File: src/rtl/tft_pixel_fetch.sv
// Frame fetcher: bursts pixel words from memory into a show-ahead FIFO feeding a TFT panel.
// Optional underflow event counter is built when TFT_FETCH_UFCNT_EN is defined.
module tft_pixel_fetch #(
    parameter logic [23:0] BASE_ADDR    = 24'h000000,
    parameter int unsigned FRAME_PIXELS = 360960,
    parameter int unsigned BURST_LEN    = 16,
    parameter int unsigned FIFO_DEPTH   = 64
) (
    input  logic        clk,
    input  logic        rst_n,
    input  logic        tft_request,
    input  logic        tft_vsync,
    output logic [23:0] pixel_data,
    output logic        rd_req,
    output logic [23:0] rd_addr,
    output logic [7:0]  rd_len,
    input  logic        rd_ack,
    input  logic        rd_valid,
    input  logic [23:0] rd_data,
    output logic        underflow,
    output logic [15:0] underflow_cnt
);
    localparam int AW = $clog2(FIFO_DEPTH);
    localparam int WW = $clog2(FRAME_PIXELS + 1);

    typedef enum logic [1:0] {IDLE, REQ, RECV, DRAIN} state_t;

    state_t        state;
    logic [23:0]   mem [FIFO_DEPTH];
    logic [AW:0]   wr_ptr, rd_ptr, level, level_next;
    logic [WW-1:0] words_left;
    logic [7:0]    beats_left, next_len, beats_rem;
    logic          vsync_q, vs_fall, empty, full, push, pop, can_issue;

    assign level      = wr_ptr - rd_ptr;
    assign empty      = (level == '0);
    assign full       = level[AW];
    assign vs_fall    = vsync_q & ~tft_vsync;
    // A flush cycle overrides any push or pop happening alongside it.
    assign pop        = tft_request & ~empty & ~vs_fall;
    assign push       = rd_valid & (state == RECV) & ~vs_fall & ~full;
    assign level_next = level + {{AW{1'b0}}, push} - {{AW{1'b0}}, pop};
    assign pixel_data = empty ? 24'h000000 : mem[rd_ptr[AW-1:0]];
    assign beats_rem  = beats_left - {7'd0, rd_valid};

    always_comb begin
        next_len = 8'(BURST_LEN);
        if (32'(words_left) < BURST_LEN)
            next_len = 8'(words_left);
    end

    // Requests are only issued with no beats outstanding, so the credit is level plus this burst.
    assign can_issue = (words_left != '0) &&
                       (32'(level_next) + 32'(next_len) <= FIFO_DEPTH);

    always_ff @(posedge clk or negedge rst_n) begin
        if (!rst_n) begin
            state      <= IDLE;
            rd_req     <= 1'b0;
            rd_addr    <= BASE_ADDR;
            rd_len     <= 8'd0;
            words_left <= WW'(FRAME_PIXELS);
            beats_left <= 8'd0;
        end else if (vs_fall) begin
            rd_req     <= 1'b0;
            rd_addr    <= BASE_ADDR;
            words_left <= WW'(FRAME_PIXELS);
            case (state)
                REQ: begin
                    if (rd_ack) begin
                        beats_left <= rd_len;
                        state      <= DRAIN;
                    end else begin
                        state <= IDLE;
                    end
                end
                RECV, DRAIN: begin
                    beats_left <= beats_rem;
                    state      <= (beats_rem == 8'd0) ? IDLE : DRAIN;
                end
                default: state <= IDLE;
            endcase
        end else begin
            case (state)
                IDLE: begin
                    if (can_issue) begin
                        rd_req <= 1'b1;
                        rd_len <= next_len;
                        state  <= REQ;
                    end
                end
                REQ: begin
                    if (rd_ack) begin
                        rd_req     <= 1'b0;
                        rd_addr    <= rd_addr + {16'h0000, rd_len};
                        words_left <= words_left - WW'(rd_len);
                        beats_left <= rd_len;
                        state      <= RECV;
                    end
                end
                RECV: begin
                    if (rd_valid) begin
                        beats_left <= beats_rem;
                        if (beats_left == 8'd1) begin
                            if (can_issue) begin
                                rd_req <= 1'b1;
                                rd_len <= next_len;
                                state  <= REQ;
                            end else begin
                                state <= IDLE;
                            end
                        end
                    end
                end
                DRAIN: begin
                    if (rd_valid) begin
                        beats_left <= beats_rem;
                        if (beats_left == 8'd1)
                            state <= IDLE;
                    end
                end
                default: state <= IDLE;
            endcase
        end
    end

    always_ff @(posedge clk or negedge rst_n) begin
        if (!rst_n) begin
            wr_ptr    <= '0;
            rd_ptr    <= '0;
            vsync_q   <= 1'b0;
            underflow <= 1'b0;
        end else begin
            vsync_q <= tft_vsync;
            if (tft_request && empty)
                underflow <= 1'b1;
            if (vs_fall) begin
                wr_ptr <= '0;
                rd_ptr <= '0;
            end else begin
                if (push) wr_ptr <= wr_ptr + 1'b1;
                if (pop)  rd_ptr <= rd_ptr + 1'b1;
            end
        end
    end

    always_ff @(posedge clk) begin
        if (push)
            mem[wr_ptr[AW-1:0]] <= rd_data;
    end

`ifdef TFT_FETCH_UFCNT_EN
    logic [15:0] uf_cnt;

    always_ff @(posedge clk or negedge rst_n) begin
        if (!rst_n)
            uf_cnt <= 16'h0000;
        else if (tft_request && empty && uf_cnt != 16'hFFFF)
            uf_cnt <= uf_cnt + 16'd1;
    end

    assign underflow_cnt = uf_cnt;
`else
    assign underflow_cnt = 16'h0000;
`endif

endmodule

File: config.mk
export PLATFORM = sky130hd
export DESIGN_NAME = tft_pixel_fetch
export DESIGN_NICKNAME = d
export VERILOG_FILES = /design/src/rtl/tft_pixel_fetch.sv
export SDC_FILE = /design/constraint.sdc
export NUM_CORES = 2
export LEC_CHECK = 0
export ABC_AREA = 1
export BUFFER_PORTS_ARGS = -buffer_cell sky130_fd_sc_hd__buf_2
export CORE_MARGIN = 1.5
export CORE_UTILIZATION = 57
export DETAILED_ROUTE_END_ITERATION = 6
export PLACE_DENSITY_LB_ADDON = 0.08
export SLEW_MARGIN = 40
export SYNTH_ARGS = -nofsm -noshare
export SYNTH_HDL_FRONTEND = slang
export SYNTH_SLANG_ARGS = --single-unit
export TNS_END_PERCENT = 5
File: constraint.sdc
create_clock -name clk -period 5.5 [get_ports clk]
set_input_delay 0.55 -clock clk [delete_from_list [all_inputs] [get_ports clk]]
set_output_delay 0.55 -clock clk [all_outputs]
set_load 0.05 [all_outputs]
==> flow_metrics.tcl <==
set metrics [dict create \
    worst_slew_pin_slew_ns 0.961 \
    path_max_fanout 169 \
    rsz0062_at_grt "true" \
    power.total_uw 35400 \
    clock_latency_ns 0.78 \
    yosys_warnings 0 \
    drt-pass1-iter-count 6 \
    fp-row-count 125 \
    status "finished clean" \
    ys_types 51 \
    portBuffers 87 \
    routed_wl_mm 187 \
    skew_ns 0.0174 \
    num_vias 44542 \
    ys_seq_elements 1614 \
    reg2reg_slack_ns 0.31 \
    r2r_cells 37 \
    crit_required_ns 4.95 \
    hold_path_class "primary input to async pin" \
    cts_root_buf "clkbuf_16" \
    area_growth_syn_to_layout_pct 11.7 \
    cts_buffers 163 \
    pin_count 104 \
    syn_area_um2 66700 \
    finalHoldViolations 0 \
    worstPathArrival_ns 4.69 \
    final_layout_size_suffix_gt1_share_pct 11.2 \
    drt_iter0_markers 5403 \
    syn_area_per_cell_um2 12.2 \
    r2r-start "rd_ptr[2]$_DFFE_PN0P_" \
    routedWlPerCell_um 25.8 \
    cts_tree "done" \
    maxCapViolations 0 \
    layout.nets 5637 \
    fin_crit_sh_pct 95.2 \
    ys_seq_area_share_pct 72.1 \
    place_congestion 0.884 \
    grt_pass1_vias 41879 \
    die_height_um 345 \
    powerDensity_nw_per_um2 475 \
    grt_overflow_total 0 \
    p_leak_uw 0.0271 \
    end_kind "primary output" \
    core_area_um2 116000 \
    drv_slew 0 \
    initial_utilization_pct 57.5 \
    syn_inst 5456 \
    path_class "register to primary output" \
    relSlewSlack_pct 36.0 \
    antenna_found_initial 2 \
    cts_sinks 1614 \
    min_period_ns 5.24 \
    viasPerCell 6.17 \
    dieArea_um2 119000 \
    cts.clk_slew.worst_paths_ns 0.06 \
    grt_pass1_wl_mm 274 \
    cts_buffer_depth 3 \
    peakVddDrop_mv 0.510 \
    r2r_end "rd_len[0]$_DFFE_PN0P_" \
    max_freq_ghz 0.191 \
    utilization_pct 64.2 \
    setup_viol 0 \
    ctsHtreeMaxLevel 4 \
    ant_nets 0 \
    post-dp-hpwl_mm 97.5 \
    grt_max_degree 185 \
    crit_path_start_kind "register" \
    die_w_um 345 \
    grt_use_total_pct 31.0 \
    drcViolationCount 0 \
]
state kept, by name, indices dropped and copies added (netlist names):
register and flops:
wr_ptr 7, rd_addr 24, rd_len 8, underflow 1, rd_req 1, rd_ptr 7, vsync_q 1, beats_left 8
state 2, mem 1536, words_left 19
critical path: stages (launching register included):
cell and delay [ns]:
dfrtp_4 0.42, buf_12 0.50, buf_16 0.64, buf_6 0.59
nand2_1 0.13, nand3_1 0.12, o221ai_1 0.13, a21oi_1 0.13
o21ai_0 0.18, nor2_1 0.33, nor2_1 0.09, nor2_1 0.19
buf_2 0.31
power breakdown:
part	switching, µW	internal (µW)	leakage, µW
registers	147	13600	0.0148
clock network	4670	6140	0.00254
logic	7640	3210	0.00969
total	12500	22900	0.0271
cell families after synthesis:
logic type | share of synthesized area, %
simple gates | 14.3
flops | 72.1
compound gates | 8.87
buf+inv | 3.58
fa+ha+maj | 0.938
xor+xnor | 0.249
other cells | 0.00562
layout make-up:
type | count | area [µm²]
antenna | 2 | 5.00
clock buffer | 197 | 4330
clock inverter | 105 | 843
fill | 8837 | 41600
inverter | 145 | 579
multi-input combinational | 3367 | 16500
sequential | 1614 | 48100
tap | 1524 | 1910
timing repair buffer | 269 | 2180
through the flow:
step | setup TNS (ns) | worst slack [ns] | std cells | hold slack [ns] | instance area, µm²
global placement | 0 | 0.0822 | 6908 | 0.414 | 69000
floorplan | 0 | 0.00566 | 5473 | 0.254 | 66800
finish | 0 | 0.262 | 7223 | 0.170 | 74500
CTS | 0 | 0.0595 | 7216 | 0.130 | 74300
global route | -0.0443 | -0.0317 | 7221 | 0.168 | 74500
detailed placement | 0 | 0.0810 | 6912 | 0.415 | 69100
worst max-delay path by stage:
stage	depth (start not counted)	from	slack [ns]	endpoint
floorplan	41	rd_ptr[2]$_DFFE_PN0P_	0.006	rd_len[0]$_DFFE_PN0P_
global placement	37	rd_ptr[2]$_DFFE_PN0P_	0.08	rd_len[0]$_DFFE_PN0P_
detailed placement	37	rd_ptr[2]$_DFFE_PN0P_	0.08	rd_len[0]$_DFFE_PN0P_
CTS	37	rd_ptr[2]$_DFFE_PN0P_	0.06	rd_len[0]$_DFFE_PN0P_
global route	37	rd_ptr[2]$_DFFE_PN0P_	-0.03	rd_len[0]$_DFFE_PN0P_
finish	12	rd_ptr[0]$_DFFE_PN0P_	0.26	pixel_data[7]
timing repair:
item | CTS | global route
endpoints found under the setup margin | 2 | 16
hold endpoints to repair | 14 | 0
resized for setup | 1 | 11
hold buffers | 2 | 0
pin swaps | 0 | 4
cloned | 0 | 1
buffers inserted | 0 | 0
metal layers:
layer  wire length [µm]  global-route usage (%)
met1              76700                    44.7
met2              86300                    48.1
met3              16700                    4.70
met4               6770                    12.0
met5                 13                       0
synthesized netlist by cell type (all sizes together):
cell / count / area [µm²]
edfxtp: 1536 / 46100
nand2: 1401 / 5270
a21oi: 592 / 2970
nand3: 542 / 2730
buf: 287 / 1610
nor2: 265 / 1020
inv: 143 / 542
a22oi: 140 / 1050
o21ai: 96 / 480
dfrtp: 74 / 1850
clkbuf: 61 / 229
o221ai: 58 / 508
a22o: 46 / 403
ha: 42 / 526
nand4: 28 / 206
nor3: 24 / 145
o211ai: 22 / 165
o22ai: 18 / 119
xor2: 16 / 140
or2: 15 / 93.8
a211oi: 7 / 52.6
a32o: 5 / 50.1
fa: 5 / 100
nand3b: 5 / 37.5
a21o: 4 / 30.0
dfstp: 4 / 105
o21a: 4 / 30.0
a31oi: 3 / 18.8
o22a: 3 / 26.3
xnor2: 3 / 26.3
clkinv: 2 / 7.51
nor4: 2 / 12.5
a21boi: 1 / 7.51
conb: 1 / 3.75
o31ai: 1 / 7.51
cell usage in the layout, fill, tap and decap left out, types with 7 or more instances in the layout:
| cell | count |
|---|---|
| o211ai_1 | 22 |
| nor2_2 | 68 |
| o221ai_1 | 58 |
| dfrtp_1 | 70 |
| nand2_1 | 1394 |
| nor3_1 | 19 |
| nor2_1 | 193 |
| o21ai_1 | 17 |
| clkbuf_16 | 169 |
| conb_1 | 18 |
| clkinv_1 | 43 |
| buf_4 | 151 |
| nand4_1 | 23 |
| bufinv_16 | 11 |
| inv_2 | 7 |
| clkinv_2 | 39 |
| o21ai_0 | 78 |
| edfxtp_1 | 1536 |
| nand3_1 | 537 |
| a211oi_1 | 7 |
| o22ai_1 | 17 |
| a22o_1 | 46 |
| a22oi_1 | 140 |
| buf_2 | 85 |
| a21oi_1 | 588 |
| buf_12 | 20 |
| xor2_1 | 16 |
| or2_2 | 12 |
| clkbuf_1 | 28 |
| ha_1 | 41 |
| inv_1 | 129 |
Note: power is estimated with default switching activity, not from simulation.
